### src/rtl/uart_datamemload.sv
// UART receiver that preloads data memory over the datamem controller port.
// 8N1 bytes arriving on RX are packed little-endian into 32-bit words and
// written to consecutive word addresses starting at 0; after NUM_WORDS words
// the block parks in DONE until reset.
module uart_datamemload #(
  parameter int CLKS_PER_BIT = 5208,
  parameter int NUM_WORDS    = 2048
) (
  input  logic        CLK,
  input  logic        nrst,
  input  logic        RX,
  output logic [10:0] con_addr,
  output logic [3:0]  con_write,
  output logic [31:0] con_in,
  output logic        busy,
  output logic        done,
  output logic        frame_err
);

  localparam int CW = (CLKS_PER_BIT > 2) ? $clog2(CLKS_PER_BIT) : 2;

  localparam logic [CW-1:0] FULL_BIT  = CW'(CLKS_PER_BIT - 1);
  localparam logic [CW-1:0] HALF_BIT  = CW'(CLKS_PER_BIT / 2 - 1);
  localparam logic [10:0]   LAST_ADDR = 11'(NUM_WORDS - 1);

  localparam logic [2:0] S_IDLE  = 3'd0;
  localparam logic [2:0] S_START = 3'd1;
  localparam logic [2:0] S_DATA  = 3'd2;
  localparam logic [2:0] S_STOP  = 3'd3;
  localparam logic [2:0] S_BREAK = 3'd4;
  localparam logic [2:0] S_WRITE = 3'd5;
  localparam logic [2:0] S_DONE  = 3'd6;

  logic          rx_s1;
  logic          rx_s2;
  logic [2:0]    state;
  logic [CW-1:0] bit_cnt;
  logic [2:0]    bit_idx;
  logic [7:0]    shift;
  logic [1:0]    byte_k;

  // Two-flop synchronizer; idles high so reset never looks like a start bit
  always_ff @(posedge CLK or negedge nrst) begin
    if (!nrst) begin
      rx_s1 <= 1'b1;
      rx_s2 <= 1'b1;
    end else begin
      rx_s1 <= RX;
      rx_s2 <= rx_s1;
    end
  end

  // Receive FSM: bit timing, byte assembly, word write and completion
  always_ff @(posedge CLK or negedge nrst) begin
    if (!nrst) begin
      state     <= S_IDLE;
      bit_cnt   <= '0;
      bit_idx   <= '0;
      shift     <= '0;
      byte_k    <= '0;
      con_addr  <= '0;
      con_write <= '0;
      con_in    <= '0;
      busy      <= 1'b0;
      done      <= 1'b0;
      frame_err <= 1'b0;
    end else begin
      case (state)
        S_IDLE: begin
          if (!rx_s2) begin
            state   <= S_START;
            bit_cnt <= HALF_BIT;
            busy    <= 1'b1;
          end
        end
        S_START: begin
          if (bit_cnt != '0) begin
            bit_cnt <= bit_cnt - 1'b1;
          end else if (!rx_s2) begin
            state   <= S_DATA;
            bit_cnt <= FULL_BIT;
            bit_idx <= '0;
          end else begin
            state <= S_IDLE;
            busy  <= 1'b0;
          end
        end
        S_DATA: begin
          if (bit_cnt != '0) begin
            bit_cnt <= bit_cnt - 1'b1;
          end else begin
            shift   <= {rx_s2, shift[7:1]};
            bit_cnt <= FULL_BIT;
            bit_idx <= bit_idx + 1'b1;
            if (bit_idx == 3'd7) state <= S_STOP;
          end
        end
        S_STOP: begin
          if (bit_cnt != '0) begin
            bit_cnt <= bit_cnt - 1'b1;
          end else begin
            busy <= 1'b0;
            if (rx_s2) begin
              con_in[{byte_k, 3'b000} +: 8] <= shift;
              byte_k <= byte_k + 1'b1;
              if (byte_k == 2'd3) begin
                state     <= S_WRITE;
                con_write <= '1;
              end else begin
                state <= S_IDLE;
              end
            end else begin
              frame_err <= 1'b1;
              state     <= S_BREAK;
            end
          end
        end
        S_BREAK: begin
          if (rx_s2) state <= S_IDLE;
        end
        S_WRITE: begin
          con_write <= '0;
          byte_k    <= '0;
          if (con_addr == LAST_ADDR) begin
            state <= S_DONE;
            done  <= 1'b1;
          end else begin
            con_addr <= con_addr + 1'b1;
            state    <= S_IDLE;
          end
        end
        S_DONE: begin
          state <= S_DONE;
        end
        default: begin
          state <= S_IDLE;
        end
      endcase
    end
  end

endmodule

### config.mk
export PLATFORM = sky130hd
export DESIGN_NAME = uart_datamemload
export DESIGN_NICKNAME = d
export VERILOG_FILES = /design/src/rtl/uart_datamemload.sv
export SDC_FILE = /design/constraint.sdc
export NUM_CORES = 1
export LEC_CHECK = 0
export ABC_AREA = 1
export BUFFER_PORTS_ARGS = -buffer_cell sky130_fd_sc_hd__buf_2
export CAP_MARGIN = 20
export CORE_ASPECT_RATIO = 0.75
export CORE_MARGIN = 4
export CORE_UTILIZATION = 53
export CTS_CLUSTER_DIAMETER = 30
export CTS_CLUSTER_SIZE = 40
export DETAILED_ROUTE_END_ITERATION = 10
export PLACE_DENSITY = 0.74
export SLEW_MARGIN = 15
export SYNTH_ARGS = -nofsm -noshare
export SYNTH_HDL_FRONTEND = slang
export SYNTH_SLANG_ARGS = --single-unit
### constraint.sdc
create_clock -name CLK -period 2.5 [get_ports CLK]
set_clock_uncertainty 0.05 [all_clocks]
set_input_delay 0 -clock CLK [delete_from_list [all_inputs] [get_ports CLK]]
set_output_delay 0 -clock CLK [all_outputs]
set_load 0.005 [all_outputs]
==> results of run 1 <==
[placed cells by master (no fill, tap or decap), drive strengths merged, types with 3 or more instances in the layout]
cell / netlist / final
nand2: 184 / 184
dfrtp: 76 / 76
o21ai: 56 / 56
inv: 54 / 55
buf: 11 / 54
nor2: 40 / 40
nand3: 33 / 33
ha: 11 / 11
clkbuf: 1 / 10
nor3: 7 / 7
xor2: 7 / 7
a21oi: 7 / 7
nand4: 4 / 4
o21bai: 3 / 3
xnor2: 3 / 3
[routing by layer]
metal | wire (µm) | part of all wire (%) | GRT usage (%)
met5 | 0 | 0 | 0
met4 | 104 | 1.2 | 4.87
met1 | 4180 | 49 | 28.4
met2 | 3660 | 43 | 30.6
met3 | 585 | 6.9 | 5.69
[per-stage QoR]
step / total power [W] / worst slack [ns] / hold WS [ns] / util [%] / std cells
floorplan: 0.00129 / 0.456 / -0.346 / - / 503
global placement: 0.00132 / 0.549 / 0.0578 / 59.7 / 646
detailed placement: 0.00132 / 0.515 / 0.0565 / 59.7 / 646
CTS: 0.00226 / 0.503 / 0.236 / 62.6 / 663
global route: 0.00234 / 0.273 / 0.270 / 62.6 / 663
finish: 0.00224 / 0.485 / 0.252 / 62.6 / 663
[kinds of logic (layout without fill, tap and decap cells)]
kind of cell    count (synthesis)  count (layout)  synth area share [%]
fa+ha+maj                      11              11                  3.32
flops                          78              78                  47.2
buf+inv                        66             125                  7.10
xor+xnor                       10              10                  2.11
simple gates                  271             271                  29.0
compound gates                 67              67                  11.3
[how the worst min path moves through the flow]
stage / slack [ns] / to / cells after the start
after floorplan: -0.35 / bit_cnt[0] / 0
after detailed placement: 0.06 / rx_s1 / 1
after global placement: 0.06 / rx_s1 / 1
final: 0.25 / rx_s1 / 2
after global routing: 0.27 / rx_s1 / 2
after CTS: 0.24 / rx_s1 / 2
[critical path, cell delays in order, from the launching register on]
cell and delay (ns):
dfrtp_1 0.58, inv_1 0.18, ha_1 0.39, nand2_1 0.09
nor2_1 0.36, nand2_1 0.15, o21ai_2 0.15
[flip-flops by register name, indices dropped and copies added, names as in the netlist, 2 cells and up]
register  flops
byte_k        2
state         3
con_addr     11
bit_idx       3
shift         8
con_in       32
bit_cnt      13
[final cells by class]
type / instances / area, µm² / area share, %
Clock buffer: 10 / 138 / 2.95
Clock inverter: 5 / 58.8 / 1.26
Inverter: 54 / 203 / 4.34
Multi-Input combinational cell: 359 / 1890 / 40.5
Sequential cell: 78 / 1950 / 41.8
Tap cell: 101 / 126 / 2.70
Timing Repair Buffer: 56 / 298 / 6.37
[power groups by stage]
stage / Combinational (W) / Clock, W / Sequential [W]
global placement: 0.0000317 / 0 / 0.00129
CTS: 0.0000344 / 0.000966 / 0.00126
finish: 0.0000316 / 0.000944 / 0.00127
detailed placement: 0.0000318 / 0 / 0.00129
global route: 0.0000389 / 0.00103 / 0.00127
floorplan: 0.00000393 / 0 / 0.00129
==> impl_metrics.tcl, run 1 <==
set metrics [dict create \
    yosysTopAreaCellShare_pct 45.9 \
    grt_start_max_net_pins 79 \
    slew_headroom_pct 36.9 \
    hold_class "in2reg" \
    setup_viol 0 \
    cts_setup_buffers 0 \
    ys.warnings.count 0 \
    startpoint_type "flip-flop" \
    first_global_vias 3281 \
    p_int_w 0.00175 \
    wl_um 8530 \
    grt_pass1_wl_um 15100 \
    p_leak_nw 2.47 \
    rsz0062_at_grt "false" \
    nets 572 \
    placement.io_buffers 52 \
    drcViolationCount 0 \
    endpoint_kind "flip-flop" \
    synth_area_um2 4140 \
    cts_hold_buf 2 \
    ys_ff_latch 78 \
    ys_top_cells_by_count "nand2_1 (177), dfrtp_1 (76), inv_1 (47)" \
    timing.rr.end "con_in[17]" \
    crit_required_ns 2.72 \
    r2r-start "byte_k[0]" \
    crit_path_start "byte_k[0]" \
    tightest_slew_ns 0.947 \
    ys_types 31 \
    yosysTopAreaCell "dfrtp_1" \
    synth.avg_cell_area_um2 8.24 \
    ff2ff_path_depth 6 \
    clock.fmax_mhz 496 \
    gp_congestion 0.972 \
    fp.dieW_um 110 \
    fp.dieH_um 84.6 \
    cts_max_level 3 \
    crit_type "reg2reg" \
    cts_root_buf "clkbuf_8" \
    drive_gt1_share_pct 22.8 \
    ant_nets 0 \
    core.rowCount 27 \
    num_antenna_cells 0 \
    pwr-share-comb_pct 1.4 \
    clkTransAtPathRegs_ns 0.08 \
    vias_per_cell 5.02 \
    fin_crit_sh_pct 80.6 \
    synth_fp_nets 517 \
    clock-sinks 78 \
    track_usage_pct 20.1 \
    placed_area_um2 4460 \
    cts-buffers-inserted 9 \
    fin_area_um2 4670 \
    num_io_pins 53 \
    hp-start "RX" \
    drv_slew 0 \
    start_util_pct 55.5 \
    cap_violations 0 \
    ctsResizeCount 0 \
    die-area_um2 9310 \
    synth-seq-area-share_pct 47.2 \
    tns_ns 0 \
    core_area_um2 7470 \
    nFillCells 643 \
    crit_path_end "con_in[17]" \
    synth-async-reset-ratio_pct 100 \
    rrSetupSlack_ns 0.49 \
    critical_path.max_fanout 14 \
    grt_overflow 0 \
    synth_enable_flop_cells 0 \
    outcome "finished, final reports clean" \
    cp.arrival_ns 2.24 \
    ys_top_cells_by_area "dfrtp_1 (46%), nand2_1 (16%), o21ai_2 (6.8%)" \
    synthCells 503 \
    min_period_ns 2.01 \
    max-vdd-ir-drop_uv 354 \
    synth.most_common_cell "nand2_1" \
    hold_viol 0 \
    p_seq_share_pct 56.5 \
    wl_per_cell_um 12.9 \
    insertion_delay_ns 0.35 \
    p_sw_w 0.000488 \
    firstDrtPassIters 5 \
    p_per_area_nw_per_um2 480 \
    num_vias 3330 \
    cts_buffer_depth 2 \
    place_hpwl_um 6160 \
    ys.flop_type "dfrtp_1" \
    power_switching_share_pct 21.8 \
    antenna_found_initial 0 \
    cts_tree "done" \
    p_clk_share_pct 42.1 \
    drt_iter0_markers 158 \
    areaGrowthSynthToFinish_pct 12.8 \
]
Power figures use the tool's default switching activity.
==> inputs of run 2 (changes only) <==
- CORE_UTILIZATION: 53 -> 52
- PLACE_DENSITY: 0.74 -> 0.76
- clock period: 2.5 -> 1.68 ns (I/O delays scaled with it)
==> impl_metrics.tcl, run 2 (synthesis gave the netlist of run 1 again) <==
set metrics [dict create \
    fp.dieW_um 111 \
    track_usage_pct 21.2 \
    drv_slew 0 \
    crit_required_ns 1.87 \
    setup_viol 33 \
    insertion_delay_ns 0.35 \
    ant_nets 0 \
    place_hpwl_um 6810 \
    hold_viol 0 \
    met1_usage_pct 29.3 \
    largest_reg_flops 32 \
    endpoint_kind "flip-flop" \
    drt_iter0_markers 265 \
    p_leak_nw 2.71 \
    cts_buffer_depth 2 \
    cts_root_buf "clkbuf_8" \
    fp.dieH_um 85.3 \
    hold_class "in2async" \
    violations "setup timing" \
    nets 621 \
    grtUsageMet3_pct 5.49 \
    drcViolationCount 0 \
    cts_max_level 3 \
    placement.io_buffers 52 \
    seq_area_um2 1950 \
    r2r-start "bit_cnt[0]" \
    utilization_pct 70.6 \
    areaGrowthSynthToFinish_pct 28.5 \
    max-vdd-ir-drop_uv 448 \
    rrSetupSlack_ns -0.04 \
    nFillCells 585 \
    top_usage_layer "met2" \
    vias_per_cell 5.20 \
    cts_tree "done" \
    wl_per_cell_um 14.0 \
    num_vias 3711 \
    slew_headroom_pct 74.1 \
    reg_top3 "con_in: 32 flops, bit_cnt: 13 flops, con_addr: 11 flops" \
    placed_area_um2 4760 \
    clkTransAtPathRegs_ns 0.08 \
    core_area_um2 7530 \
    grt_pass1_wl_um 16700 \
    startpoint_type "flip-flop" \
    crit_path_end "con_in[6]" \
    cap_violations 0 \
    clock.fmax_mhz 581 \
    top_register "con_in" \
    min_period_ns 1.72 \
    critical_path.max_fanout 8 \
    setup_slack_ns -0.0417 \
    final_common_cell "nand2_1" \
    grt_overflow 0 \
    grt_start_max_net_pins 33 \
    cp.arrival_ns 1.91 \
    first_global_vias 3629 \
    stdcell_count 713 \
    ff2ff_path_depth 10 \
    start_util_pct 55.0 \
    antenna_found_initial 0 \
    core.rowCount 27 \
    crit_type "reg2reg" \
    die-area_um2 9470 \
    rsz0062_at_grt "true" \
    drive_gt1_share_pct 36.1 \
    timing.rr.end "con_in[6]" \
    fin_crit_sh_pct 102 \
    outcome "finished with violations" \
    multiInputGateArea_um2 2180 \
    num_io_pins 53 \
    p_per_area_nw_per_um2 596 \
    gp_congestion 0.908 \
    num_antenna_cells 0 \
    fin_area_um2 5320 \
    cts-buffers-inserted 9 \
    dp.cells 681 \
    clock-sinks 78 \
    layout_common_cells "nand2_1 (146), dfrtp_1 (76), buf_2 (51)" \
    firstDrtPassIters 5 \
    tightest_slew_ns 0.389 \
    crit_path_start "bit_cnt[0]" \
    wl_um 10000 \
    grt_util_met2_pct 33.7 \
    dp_worst_setup_slack_ns -0.0659 \
]
## run 2: cell count changes in the layout (fill, tap and decap cells not counted), sizes merged
cell | before | now
buf | 54 | 99
bufinv | 1 | 0
clkbuf | 10 | 11
clkinv | 1 | 2
nand2 | 184 | 188
## run 2: power breakdown
part,leakage (nW),switching (W),internal [W]
Combinational,1.60,0.0000457,0.0000161
Sequential,1.03,0.00000115,0.00188
Clock,0.0797,0.000689,0.000538
Total,2.71,0.000735,0.00243
## run 2: worst min-delay path by stage
stage	startpoint	endpoint	slack, ns	cells past startpoint
global route	nrst	con_in[19]	0.06	2
finish	nrst	con_in[19]	0.05	2
detailed placement	nrst	con_in[18]	-0.12	1
global placement	nrst	con_in[18]	-0.12	1
floorplan	nrst	bit_cnt[0]	-0.35	0
CTS	nrst	con_in[18]	0.05	2
## run 2: final cells by class
class	instances	share of cell area [%]
flip-flops and latches	78	36.7
multi-input cells	363	41.0
inverters	54	3.81
clock buffers	11	2.47
repair buffers	101	13.0
well taps	101	2.37
clock inverters	5	0.635
## run 2: per-stage QoR
step                      total power [W]  setup TNS, ns  hold slack, ns
final                             0.00317         -0.660          0.0454
after detailed placement          0.00198          -1.63          -0.121
after global placement            0.00198              0          -0.125
after floorplan                   0.00193        -0.0264          -0.346
after global routing              0.00331          -4.71          0.0578
after CTS                         0.00320         -0.390          0.0457
## run 2: what timing repair did
action / CTS / global route
setup endpoints to repair: 38 / 65
resized for setup: 15 / 44
hold buffers: 2 / 0
gates cloned: 1 / 3
endpoints found under the hold margin: 77 / 0
setup buffers: 3 / 8
pin swaps: 4 / 8
## run 2: metal layers
layer / vias up / share of wire [%]
li1: 1806 / -
met1: 1740 / 46
met2: 148 / 46
met3: 17 / 7.4
met4: 0 / 1.2
met5: - / 0
## run 2: worst max-delay path, stage by stage, from the launching register on
cell	delay (ns)
dfrtp_1	0.40
inv_2	0.09
ha_4	0.15
nand2_4	0.05
nor2_4	0.16
nand3_4	0.14
nor2_8	0.19
buf_12	0.15
nand2_8	0.10
nand2_1	0.09
o21ai_2	0.05
